**config.mk**
```make
export PLATFORM = sky130hd
export DESIGN_NAME = uart_link
export DESIGN_NICKNAME = d
export VERILOG_FILES = /design/src/rtl/uart_link.sv
export SDC_FILE = /design/constraint.sdc
export NUM_CORES = 1
export LEC_CHECK = 0
export ABC_AREA = 1
export CORE_MARGIN = 1
export CORE_UTILIZATION = 35
export CTS_CLUSTER_SIZE = 30
export DETAILED_ROUTE_END_ITERATION = 10
export GPL_ROUTABILITY_DRIVEN = 0
export PLACE_DENSITY = 0.53
export SLEW_MARGIN = 0
export SYNTH_ARGS = -nofsm -noshare
export SYNTH_HDL_FRONTEND = slang
export SYNTH_SLANG_ARGS = --single-unit
```
**constraint.sdc**
```tcl
create_clock -name clk -period 3.95 [get_ports clk]
set_input_delay 0.9875 -clock clk [delete_from_list [all_inputs] [get_ports clk]]
set_output_delay 0.9875 -clock clk [all_outputs]
set_load 0.05 [all_outputs]
```
**src/rtl/uart_link.sv**
```systemverilog
// UART transceiver: independent TX and RX, each bit DIV clocks long, with a
// first-word-fall-through RX FIFO and sticky error flags.
`timescale 1ns/1ps
module uart_link #(
  parameter int CLK_HZ     = 100000000,
  parameter int BAUD       = 9600,
  parameter int DATA_W     = 8,
  parameter int PARITY     = 0,
  parameter int FIFO_DEPTH = 16
) (
  input  logic                          clk,
  input  logic                          rst_n,
  input  logic [DATA_W-1:0]             tx_data,
  input  logic                          tx_valid,
  output logic                          tx_ready,
  output logic                          txd,
  input  logic                          rxd,
  output logic [DATA_W-1:0]             rx_data,
  output logic                          rx_valid,
  input  logic                          rx_ready,
  output logic [$clog2(FIFO_DEPTH):0]   rx_count,
  output logic [2:0]                    err_flags,
  input  logic                          err_clr
);

  localparam int DIV   = CLK_HZ / BAUD;
  localparam int CNT_W = $clog2(DIV);
  localparam int IDX_W = $clog2(DATA_W);
  localparam int AW    = $clog2(FIFO_DEPTH);
  localparam logic ODD = (PARITY == 2);
  localparam logic [CNT_W-1:0] BIT_END  = CNT_W'(DIV - 1);
  localparam logic [CNT_W-1:0] HALF_END = CNT_W'(DIV / 2 - 1);
  localparam logic [IDX_W-1:0] LAST_IDX = IDX_W'(DATA_W - 1);
  localparam logic [AW:0]      FULL     = (AW + 1)'(FIFO_DEPTH);

  typedef enum logic [2:0] {TX_IDLE, TX_START, TX_DATA, TX_PAR, TX_STOP} tx_state_t;
  typedef enum logic [2:0] {RX_IDLE, RX_START, RX_DATA, RX_PAR, RX_STOP, RX_WAIT_IDLE} rx_state_t;

  tx_state_t          r_tx_state;
  logic [CNT_W-1:0]   r_tx_cnt;
  logic [IDX_W-1:0]   r_tx_idx;
  logic [DATA_W-1:0]  r_tx_shift;
  logic               r_tx_par;
  logic               r_txd;
  logic               r_tx_ready;

  rx_state_t          r_rx_state;
  logic [CNT_W-1:0]   r_rx_cnt;
  logic [IDX_W-1:0]   r_rx_idx;
  logic [DATA_W-1:0]  r_rx_shift;
  logic               r_rx_bad;
  logic               r_rx_s1, r_rx_s2, r_rx_prev;

  logic [DATA_W-1:0]  r_mem [FIFO_DEPTH];
  logic [AW-1:0]      r_wr_ptr, r_rd_ptr;
  logic [AW:0]        r_count;
  logic [2:0]         r_err;

  logic w_fall, w_bit_end, w_par_evt, w_frame_evt, w_push, w_pop, w_full, w_wr_en, w_ovr;

  always_ff @(posedge clk or negedge rst_n) begin
    if (!rst_n) begin
      r_tx_state <= TX_IDLE;
      r_tx_cnt   <= '0;
      r_tx_idx   <= '0;
      r_tx_shift <= '0;
      r_tx_par   <= 1'b0;
      r_txd      <= 1'b1;
      r_tx_ready <= 1'b1;
    end else begin
      case (r_tx_state)
        TX_IDLE: begin
          if (tx_valid) begin
            r_tx_shift <= tx_data;
            r_tx_par   <= ^tx_data ^ ODD;
            r_txd      <= 1'b0;
            r_tx_ready <= 1'b0;
            r_tx_cnt   <= '0;
            r_tx_state <= TX_START;
          end
        end
        TX_START: begin
          if (r_tx_cnt == BIT_END) begin
            r_tx_cnt   <= '0;
            r_tx_idx   <= '0;
            r_txd      <= r_tx_shift[0];
            r_tx_state <= TX_DATA;
          end else r_tx_cnt <= r_tx_cnt + 1'b1;
        end
        TX_DATA: begin
          if (r_tx_cnt == BIT_END) begin
            r_tx_cnt <= '0;
            if (r_tx_idx == LAST_IDX) begin
              if (PARITY != 0) begin
                r_txd      <= r_tx_par;
                r_tx_state <= TX_PAR;
              end else begin
                r_txd      <= 1'b1;
                r_tx_state <= TX_STOP;
              end
            end else begin
              r_tx_idx   <= r_tx_idx + 1'b1;
              r_tx_shift <= r_tx_shift >> 1;
              r_txd      <= r_tx_shift[1];
            end
          end else r_tx_cnt <= r_tx_cnt + 1'b1;
        end
        TX_PAR: begin
          if (r_tx_cnt == BIT_END) begin
            r_tx_cnt   <= '0;
            r_txd      <= 1'b1;
            r_tx_state <= TX_STOP;
          end else r_tx_cnt <= r_tx_cnt + 1'b1;
        end
        TX_STOP: begin
          if (r_tx_cnt == BIT_END) begin
            r_tx_cnt   <= '0;
            r_tx_ready <= 1'b1;
            r_tx_state <= TX_IDLE;
          end else r_tx_cnt <= r_tx_cnt + 1'b1;
        end
        default: r_tx_state <= TX_IDLE;
      endcase
    end
  end

  // Synchroniser resets low so a line already low at release never looks like a start edge.
  always_ff @(posedge clk or negedge rst_n) begin
    if (!rst_n) begin
      r_rx_s1   <= 1'b0;
      r_rx_s2   <= 1'b0;
      r_rx_prev <= 1'b0;
    end else begin
      r_rx_s1   <= rxd;
      r_rx_s2   <= r_rx_s1;
      r_rx_prev <= r_rx_s2;
    end
  end

  assign w_fall      = r_rx_prev & ~r_rx_s2;
  assign w_bit_end   = (r_rx_cnt == BIT_END);
  assign w_par_evt   = (r_rx_state == RX_PAR) && w_bit_end && ((^r_rx_shift ^ r_rx_s2) != ODD);
  assign w_frame_evt = (r_rx_state == RX_STOP) && w_bit_end && !r_rx_s2;
  assign w_push      = (r_rx_state == RX_STOP) && w_bit_end && r_rx_s2 && !r_rx_bad;

  always_ff @(posedge clk or negedge rst_n) begin
    if (!rst_n) begin
      r_rx_state <= RX_IDLE;
      r_rx_cnt   <= '0;
      r_rx_idx   <= '0;
      r_rx_shift <= '0;
      r_rx_bad   <= 1'b0;
    end else begin
      case (r_rx_state)
        RX_IDLE: begin
          if (w_fall) begin
            r_rx_cnt   <= '0;
            r_rx_bad   <= 1'b0;
            r_rx_state <= RX_START;
          end
        end
        RX_START: begin
          if (r_rx_cnt == HALF_END) begin
            r_rx_cnt   <= '0;
            r_rx_idx   <= '0;
            r_rx_state <= r_rx_s2 ? RX_IDLE : RX_DATA;
          end else r_rx_cnt <= r_rx_cnt + 1'b1;
        end
        RX_DATA: begin
          if (w_bit_end) begin
            r_rx_cnt   <= '0;
            r_rx_shift <= {r_rx_s2, r_rx_shift[DATA_W-1:1]};
            if (r_rx_idx == LAST_IDX) r_rx_state <= (PARITY != 0) ? RX_PAR : RX_STOP;
            else r_rx_idx <= r_rx_idx + 1'b1;
          end else r_rx_cnt <= r_rx_cnt + 1'b1;
        end
        RX_PAR: begin
          if (w_bit_end) begin
            r_rx_cnt   <= '0;
            r_rx_bad   <= w_par_evt;
            r_rx_state <= RX_STOP;
          end else r_rx_cnt <= r_rx_cnt + 1'b1;
        end
        RX_STOP: begin
          if (w_bit_end) begin
            r_rx_cnt   <= '0;
            r_rx_state <= r_rx_s2 ? RX_IDLE : RX_WAIT_IDLE;
          end else r_rx_cnt <= r_rx_cnt + 1'b1;
        end
        RX_WAIT_IDLE: if (r_rx_s2) r_rx_state <= RX_IDLE;
        default: r_rx_state <= RX_IDLE;
      endcase
    end
  end

  // A pop frees a slot in the same cycle, so a push into a full FIFO still lands.
  assign w_pop   = rx_valid && rx_ready;
  assign w_full  = (r_count == FULL);
  assign w_wr_en = w_push && (!w_full || w_pop);
  assign w_ovr   = w_push && w_full && !w_pop;

  always_ff @(posedge clk) begin
    if (w_wr_en) r_mem[r_wr_ptr] <= r_rx_shift;
  end

  always_ff @(posedge clk or negedge rst_n) begin
    if (!rst_n) begin
      r_wr_ptr <= '0;
      r_rd_ptr <= '0;
      r_count  <= '0;
      r_err    <= '0;
    end else begin
      if (w_wr_en) r_wr_ptr <= r_wr_ptr + 1'b1;
      if (w_pop)   r_rd_ptr <= r_rd_ptr + 1'b1;
      case ({w_wr_en, w_pop})
        2'b10:   r_count <= r_count + 1'b1;
        2'b01:   r_count <= r_count - 1'b1;
        default: r_count <= r_count;
      endcase
      r_err <= (err_clr ? 3'b000 : r_err) | {w_par_evt, w_frame_evt, w_ovr};
    end
  end

  assign tx_ready  = r_tx_ready;
  assign txd       = r_txd;
  assign rx_valid  = (r_count != '0);
  assign rx_data   = rx_valid ? r_mem[r_rd_ptr] : '0;
  assign rx_count  = r_count;
  assign err_flags = r_err;

endmodule

```
==> out/qor.csv, run 1 <==
stage,metric,value,unit
power,pwr dens,713,nW/um2
power,internal power,4.75,mW
global_route,via count of the first global-routing pass,6346,
floorplanning,Row Count,59,
power,peak supply drop,0.747,mV
run,Max Cap Violations,0,
floorplanning,core footprint,26000,um2
placed_design,IO Port Bufs,32,
synthesis,Synth area leader,edfxtp_1,
global_route,pin count of the biggest net entering global routing,43,
timing,Tightest Pin Transition,0.900,ns
cells_and_area,Nets,963,
drt,via/cell ratio,5.02,
global_route,initial antenna violation count,0,
drt,vias after detailed routing,6450,
timing,Fin Setup TNS,0,ns
run_status,outcome,completed,
power,Reg power frac,0.342,
cells_and_area,"commonest non-fill, non-tap cells in the layout","159 x nor2_1, 128 x nand2_1, 128 x edfxtp_1",
synthesis,Cells after Synth,895,
clock_network,H-tree depth,1,
cells_and_area,area delta synth->final,16.4,%
critical_path,slowest cell delay on critical path,0.59,ns
synthesis,Async SR Flop Fraction,0.379,
global_route,Overflow after GRT,0,
timing,period utilisation layout,0.954,
cells_and_area,fillers,2520,
synthesis,"Cell Area, Synth",9240,um2
cells_and_area,fraction of layout cells with a size suffix above 1,0.0874,
critical_path,worst setup path startpoint,r_rd_ptr[0]$_DFFE_PN0P_,
synthesis,top_reg_cell synth,edfxtp_1,
timing,unrepaired setup endpoints after global routing,no,
synthesis,sequential fraction of the synthesis area,0.627,
critical_path,crit-path most repeated cell,nor2_1,
clock_network,cts repair resizes,0,
drt,wire per inst,16.6,um
floorplanning,IO Pins,33,
critical_path,crit path kind,register to output pin,
power,Switching Power,2.92,mW
critical_path,"Data required, critical path",2.96,ns
timing,Pins Over Slew Limit,0,
timing,fmax,265,MHz
cells_and_area,# diodes,0,
critical_path,Worst setup SP type,register,
drt,drt pass-1 iters,5,
global_route,global-route wire length before repair,33.9,mm
synthesis,Syn Nets,924,
drt,DRC Markers,0,
clock_network,"Hold-fix buffers, CTS",0,
clock_network,CTS tree,built,
min_path,min-delay src,r_rx_s1$_DFF_PN0_,
clock_network,setup repair bufs after CTS,0,
clock_network,cts bufs inserted,23,
clock_network,Root Buffer,clkbuf_16,
power,switching part of the total,0.381,
synthesis,Synthesis Warnings,0,
floorplanning,Die Width,165,um
timing,Final Hold Viols,0,
placed_design,post-DP HPWL,14.2,mm
timing,Worst Clk Skew,0.0196,ns
synthesis,synth top area cells,"edfxtp_1 42%, dfrtp_1 21%, nor2_1 6.5%",
synthesis,#FFs+latches synth,206,
clock_network,Clock transition at path regs,0.06,ns
power,power share of the combinational group,0.382,
drt,Routed Antenna Nets,0,
timing,normalized max-slew margin,0.400,
clock_network,Worst-Skew Late Latency,0.52,ns
global_route,gr usage total,0.163,
clock_network,clock sink count,206,
synthesis,synth unique cells,44,
drt,final WL,21.4,mm
cells_and_area,"commonest non-fill, non-tap cell in the layout",nor2_1,
critical_path,Worst Setup End Kind,output pin,
floorplanning,Initial Utilization,0.356,
drt,number of DRC markers in iteration 0,542,
synthesis,Synth top area share,0.416,
min_path,worst hold-check path type,register to register,
synthesis,Avg Inst Size Synth,10.3,um2
floorplanning,die area,27100,um2
power,Lkg Pwr,4.46,nW
synthesis,Post-synth EDFFs,128,
floorplanning,die height,165,um
timing,Setup-failing EPs final,0,
critical_path,crit path DAT,2.78,ns
critical_path,worst path cell trace,inv_2 > buf_12 > nor2_1 > o22ai_1 > nor2_1 > nor2_1 > o21ai_0 > a21oi_1 > buf_12,
critical_path,CP max stage cell,dfrtp_2,
critical_path,critical-path maximum fanout,35,
power,Clk pwr share,0.276,
power,"Power, Total",7.67,mW
critical_path,Reg2Reg Launch Point,r_rx_cnt[0]$_DFFE_PN0P_,
clock_network,Clock Path Buffers,3,
timing,final worst path period need,3.77,ns
## final timing paths
| kind | slack [ns] | endpoint | depth (start not counted) |
|---|---|---|---|
| hold reg to reg | 0.36 | r_rx_s2$_DFF_PN0_ | 0 |
| min in group asynchronous | 0.44 | rx_count[3]$_DFFE_PN0P_ | 1 |
| hold / removal | 0.36 | r_rx_s2$_DFF_PN0_ | 0 |
| setup / recovery | 0.18 | rx_data[2] | 9 |
| max in group asynchronous | 2.73 | tx_ready$_DFFE_PN1P_ | 2 |
| setup reg to reg | 1.22 | rx_count[4]$_DFFE_PN0P_ | 19 |
## worst max-delay path: cells and delay by family (launching register included)
kind                   cells  cell delay, ns
AO/OA/AOI/OAI              3            0.56
buffers and inverters      3            0.85
flip-flops                 1            0.59
AND/OR/NAND/NOR            3            0.24
## cells in the mapped netlist (6+ instances only)
master and instances:
buf_2 10, a21oi_1 25, clkbuf_1 15, nor2_1 159
edfxtp_1 128, o22ai_1 13, inv_1 63, xnor2_1 6
nand4_1 11, o221ai_1 20, o21ai_0 103, mux2i_1 7
ha_1 14, nand2_2 9, nor2_2 8, nand3_1 37
nand2_1 128, xor2_1 21, dfrtp_1 76, nor3_1 8
## state kept, by name, indices dropped and copies added (netlist names)
register    cells
r_rx_s2         1
txd             1
r_rx_state      3
err_flags       3
r_tx_state      3
r_rx_idx        3
rx_count        5
r_rd_ptr        4
r_rx_cnt       14
r_tx_cnt       14
r_rx_prev       1
r_rx_bad        1
r_rx_s1         1
r_tx_shift      8
r_rx_shift      8
r_tx_idx        3
r_mem         128
r_wr_ptr        4
tx_ready        1
## power groups by stage
stage	clock, mW	combinational [mW]	sequential [mW]
detailed placement	0	2.92	2.67
finish	2.12	2.93	2.63
CTS	2.17	2.93	2.62
global placement	0	2.93	2.67
floorplan	0	1.86	2.69
global route	2.24	3.21	2.65
## cell type report
type / count / area [um2] / share of cell area
sequential: 206 / 5800 / 0.539
multi-input combinational: 593 / 3070 / 0.285
inverter: 68 / 255 / 0.0237
clock inverter: 14 / 148 / 0.0137
clock buffer: 27 / 591 / 0.0549
timing repair buffer: 42 / 485 / 0.0451
tap: 335 / 419 / 0.0389
## metal layers
metal	up-vias	wire length (um)	global-route usage
met5	-	0	0
met4	0	574	0.0542
met3	37	1010	0.0236
met2	167	10200	0.270
met1	3083	9570	0.220
li1	3163	-	-
## through the flow
| stage | cells | util | area (um2) | setup WS (ns) | hold slack (ns) |
|---|---|---|---|---|---|
| 2_1_floorplan | 895 | - | 9240 | 0.684 | 0.331 |
| 3_3_place_gp | 1244 | 0.386 | 10000 | 0.668 | 0.336 |
| 3_5_place_dp | 1244 | 0.386 | 10000 | 0.701 | 0.344 |
| 4_1_cts | 1285 | 0.414 | 10800 | 0.197 | 0.357 |
| 5_1_grt | 1285 | 0.414 | 10800 | 0.0166 | 0.366 |
| 6_report | 1285 | 0.414 | 10800 | 0.182 | 0.356 |
## kinds of logic (layout without fill, tap and decap cells)
kind of cell | count (synthesis) | count (layout) | share of synthesized area
simple gates | 369 | 369 | 0.169
flops | 206 | 206 | 0.627
compound gates | 174 | 174 | 0.107
buf+inv | 96 | 151 | 0.0411
xor+xnor | 27 | 27 | 0.0256
fa+ha+maj | 15 | 15 | 0.0211
mux | 8 | 8 | 0.00880
Power figures use the tool's default switching activity.
==> inputs of run 2 (changes only) <==
--- a/config.mk
+++ b/config.mk
@@ -5,7 +5,6 @@
 export SDC_FILE = /design/constraint.sdc
 export NUM_CORES = 1
 export LEC_CHECK = 0
-export ABC_AREA = 1
 export CORE_MARGIN = 1
 export CORE_UTILIZATION = 35
 export CTS_CLUSTER_SIZE = 30
==> run 2 against run 1 <==
Net effect:
- non-clock buffer count rose by 13
- count of clock-buffer cells in the layout decreased by 2
- global-route usage decreased by 2.0 points
- final cell count is 20% lower
- sequential share of layout area is 0.073 points higher
- worst setup slack improved by 0.061 ns
- routed wire length decreased by 13%
- first-iteration DRC count is 59% lower
- sequential power up 3%
- largest power group is now sequential cells
==> out/qor.csv, run 2 <==
stage,metric,value,unit
synthesis,"Cell Area, Synth",9190,um2
power,peak supply drop,0.574,mV
timing,final worst path period need,3.71,ns
floorplanning,die height,164,um
synthesis,synth unique cells,61,
drt,vias after detailed routing,5272,
timing,fmax,270,MHz
clock_network,cts bufs inserted,23,
min_path,worst hold-check path type,register to register,
min_path,WHS Path Cells,0,
synthesis,sequential fraction of the synthesis area,0.631,
power,pwr dens,561,nW/um2
global_route,initial antenna violation count,0,
drt,Routed met2 length,8.75,mm
synthesis,Synth area leader,edfxtp_1,
cells_and_area,final std cells w/o fill,1030,
floorplanning,Die Width,164,um
clock_network,"Hold-fix buffers, CTS",0,
synthesis,#FFs+latches synth,206,
synthesis,Synthesis Warnings,0,
power,Lkg Pwr,4.32,nW
critical_path,worst-case reg-to-reg path depth,9,
clock_network,setup repair bufs after CTS,0,
critical_path,Reg2Reg Capture Point,rx_count[4]$_DFFE_PN0P_,
critical_path,Reg2Reg Launch Point,rx_count[1]$_DFFE_PN0P_,
cells_and_area,"commonest non-fill, non-tap cells in the layout","128 x edfxtp_1, 75 x dfrtp_1, 45 x nor2_1",
synthesis,Avg Inst Size Synth,14.5,um2
clock_network,Clock transition at path regs,0.06,ns
critical_path,critical-path maximum fanout,19,
global_route,gr usage total,0.143,
global_route,global-route wire length before repair,29.9,mm
min_path,min-delay src,r_rx_s1$_DFF_PN0_,
synthesis,Post-synth EDFFs,128,
floorplanning,core footprint,25500,um2
clock_network,clock sink count,206,
drt,number of DRC markers in iteration 0,222,
synthesis,top post-synthesis cells by count,"128 x edfxtp_1, 76 x dfrtp_1, 45 x nor2_1",
critical_path,CP max stage cell,dfrtp_4,
min_path,Worst Hold End,r_rx_s2$_DFF_PN0_,
synthesis,synth top area cells,"edfxtp_1 42%, dfrtp_1 21%, mux4_2 9.8%",
synthesis,Synth top area share,0.418,
timing,Fin Setup TNS,0,ns
critical_path,worst path cell trace,buf_4 > mux4_2 > mux4_2 > nor2b_1 > buf_4,
global_route,Overflow after GRT,0,
clock_network,Root Buffer,clkbuf_16,
placed_design,dpl cells,990,
run,Max Cap Violations,0,
cells_and_area,Largest regs,"r_mem (128), r_rx_cnt (14), r_tx_cnt (14)",
placed_design,dpl ws,0.566,ns
timing,Setup-failing EPs final,0,
cells_and_area,fin util,0.422,
critical_path,R2R setup slack,0.90,ns
cells_and_area,register name with the most flops,r_mem,
clock_network,cts repair resizes,0,
timing,Pins Over Slew Limit,0,
floorplanning,IO Pins,33,
timing,Tightest Pin Transition,1.02,ns
timing,Worst Clk Skew,0.0139,ns
drt,via/cell ratio,5.12,
cells_and_area,area delta synth->final,17.0,%
cells_and_area,# diodes,0,
clock_network,Worst-Skew Late Latency,0.50,ns
cells_and_area,Nets,714,
run_status,outcome,completed,
cells_and_area,"commonest non-fill, non-tap cell in the layout",edfxtp_1,
floorplanning,Row Count,58,
critical_path,"Data required, critical path",2.96,ns
cells_and_area,fraction of layout cells with a size suffix above 1,0.217,
critical_path,crit path DAT,2.72,ns
floorplanning,Initial Utilization,0.361,
timing,setup ws final,0.244,ns
critical_path,crit path kind,register to output pin,
synthesis,most common cell in the synthesized netlist,edfxtp_1,
clock_network,Clock Path Buffers,3,
drt,drt pass-1 iters,5,
synthesis,Syn Nets,663,
placed_design,IO Port Bufs,32,
drt,DRC Markers,0,
drt,DR top layer,met4,
timing,period utilisation layout,0.938,
synthesis,Cells after Synth,634,
global_route,pin count of the biggest net entering global routing,79,
timing,unrepaired setup endpoints after global routing,no,
critical_path,Worst Setup End Kind,output pin,
drt,M1 WL,8.82,mm
placed_design,post-DP HPWL,12.2,mm
global_route,via count of the first global-routing pass,5522,
clock_network,CTS tree,built,
timing,normalized max-slew margin,0.320,
synthesis,Async SR Flop Fraction,0.379,
timing,Final Hold Viols,0,
critical_path,slowest cell delay on critical path,0.66,ns
synthesis,top_reg_cell synth,edfxtp_1,
critical_path,Worst setup SP type,register,
drt,Routed Antenna Nets,0,
floorplanning,die area,26900,um2
clock_network,H-tree depth,1,
cells_and_area,max reg flops,128,
drt,WL met3,634,um
drt,wire per inst,18.0,um
drt,final WL,18.5,mm
power,"Power, Total",6.03,mW
## run 2: area by class of cell
cell class	count	area [um2]
Clock buffer	25	583
Clock inverter	15	190
Fill cell	2302	14700
Inverter	22	82.6
Multi-Input combinational cell	377	3200
Sequential cell	206	5800
Tap cell	330	413
Timing Repair Buffer	55	483
## run 2: cell families after synthesis
| group | Yosys count | synth area share |
|---|---|---|
| buf+inv | 51 | 0.0218 |
| simple gates | 191 | 0.113 |
| mux | 72 | 0.137 |
| fa+ha+maj | 15 | 0.0212 |
| compound gates | 69 | 0.0464 |
| flops | 206 | 0.631 |
| xor+xnor | 30 | 0.0301 |
## run 2: through the flow
step	area, um2	hold slack (ns)
3_5_place_dp	9980	0.339
4_1_cts	10800	0.353
6_report	10800	0.351
5_1_grt	10800	0.371
3_3_place_gp	9980	0.334
2_1_floorplan	9190	0.331
## run 2: power by group
part	internal, mW	switching [mW]	total, mW	leakage [nW]
Clock	1.33	0.849	2.18	0.375
Sequential	2.43	0.267	2.70	2.49
Combinational	0.550	0.602	1.15	1.45
## run 2: worst max path at each step
stage,end,depth (start not counted),slack [ns],startpoint
4_1_cts,rx_data[5],5,0.02,r_rd_ptr[0]$_DFFE_PN0P_
3_3_place_gp,rx_data[5],5,0.60,r_rd_ptr[0]$_DFFE_PN0P_
2_1_floorplan,rx_data[0],5,0.72,r_rd_ptr[0]$_DFFE_PN0P_
3_5_place_dp,rx_data[5],5,0.57,r_rd_ptr[0]$_DFFE_PN0P_
5_1_grt,rx_data[5],5,0.10,r_rd_ptr[0]$_DFFE_PN0P_
6_report,rx_data[5],5,0.24,r_rd_ptr[0]$_DFFE_PN0P_
## run 2: worst max-delay path: cells and delay by family, from the launching register on
kind,cells,cell delay [ns]
muxes,2,0.98
DFF,1,0.66
buffers and inverters,2,0.42
and+or+nand+nor,1,0.15
## run 2: routing by layer
layer | global-route usage | vias up
met5 | 0 | -
met4 | 0.0324 | 0
met3 | 0.0232 | 22
met2 | 0.233 | 91
met1 | 0.201 | 2656
li1 | - | 2503
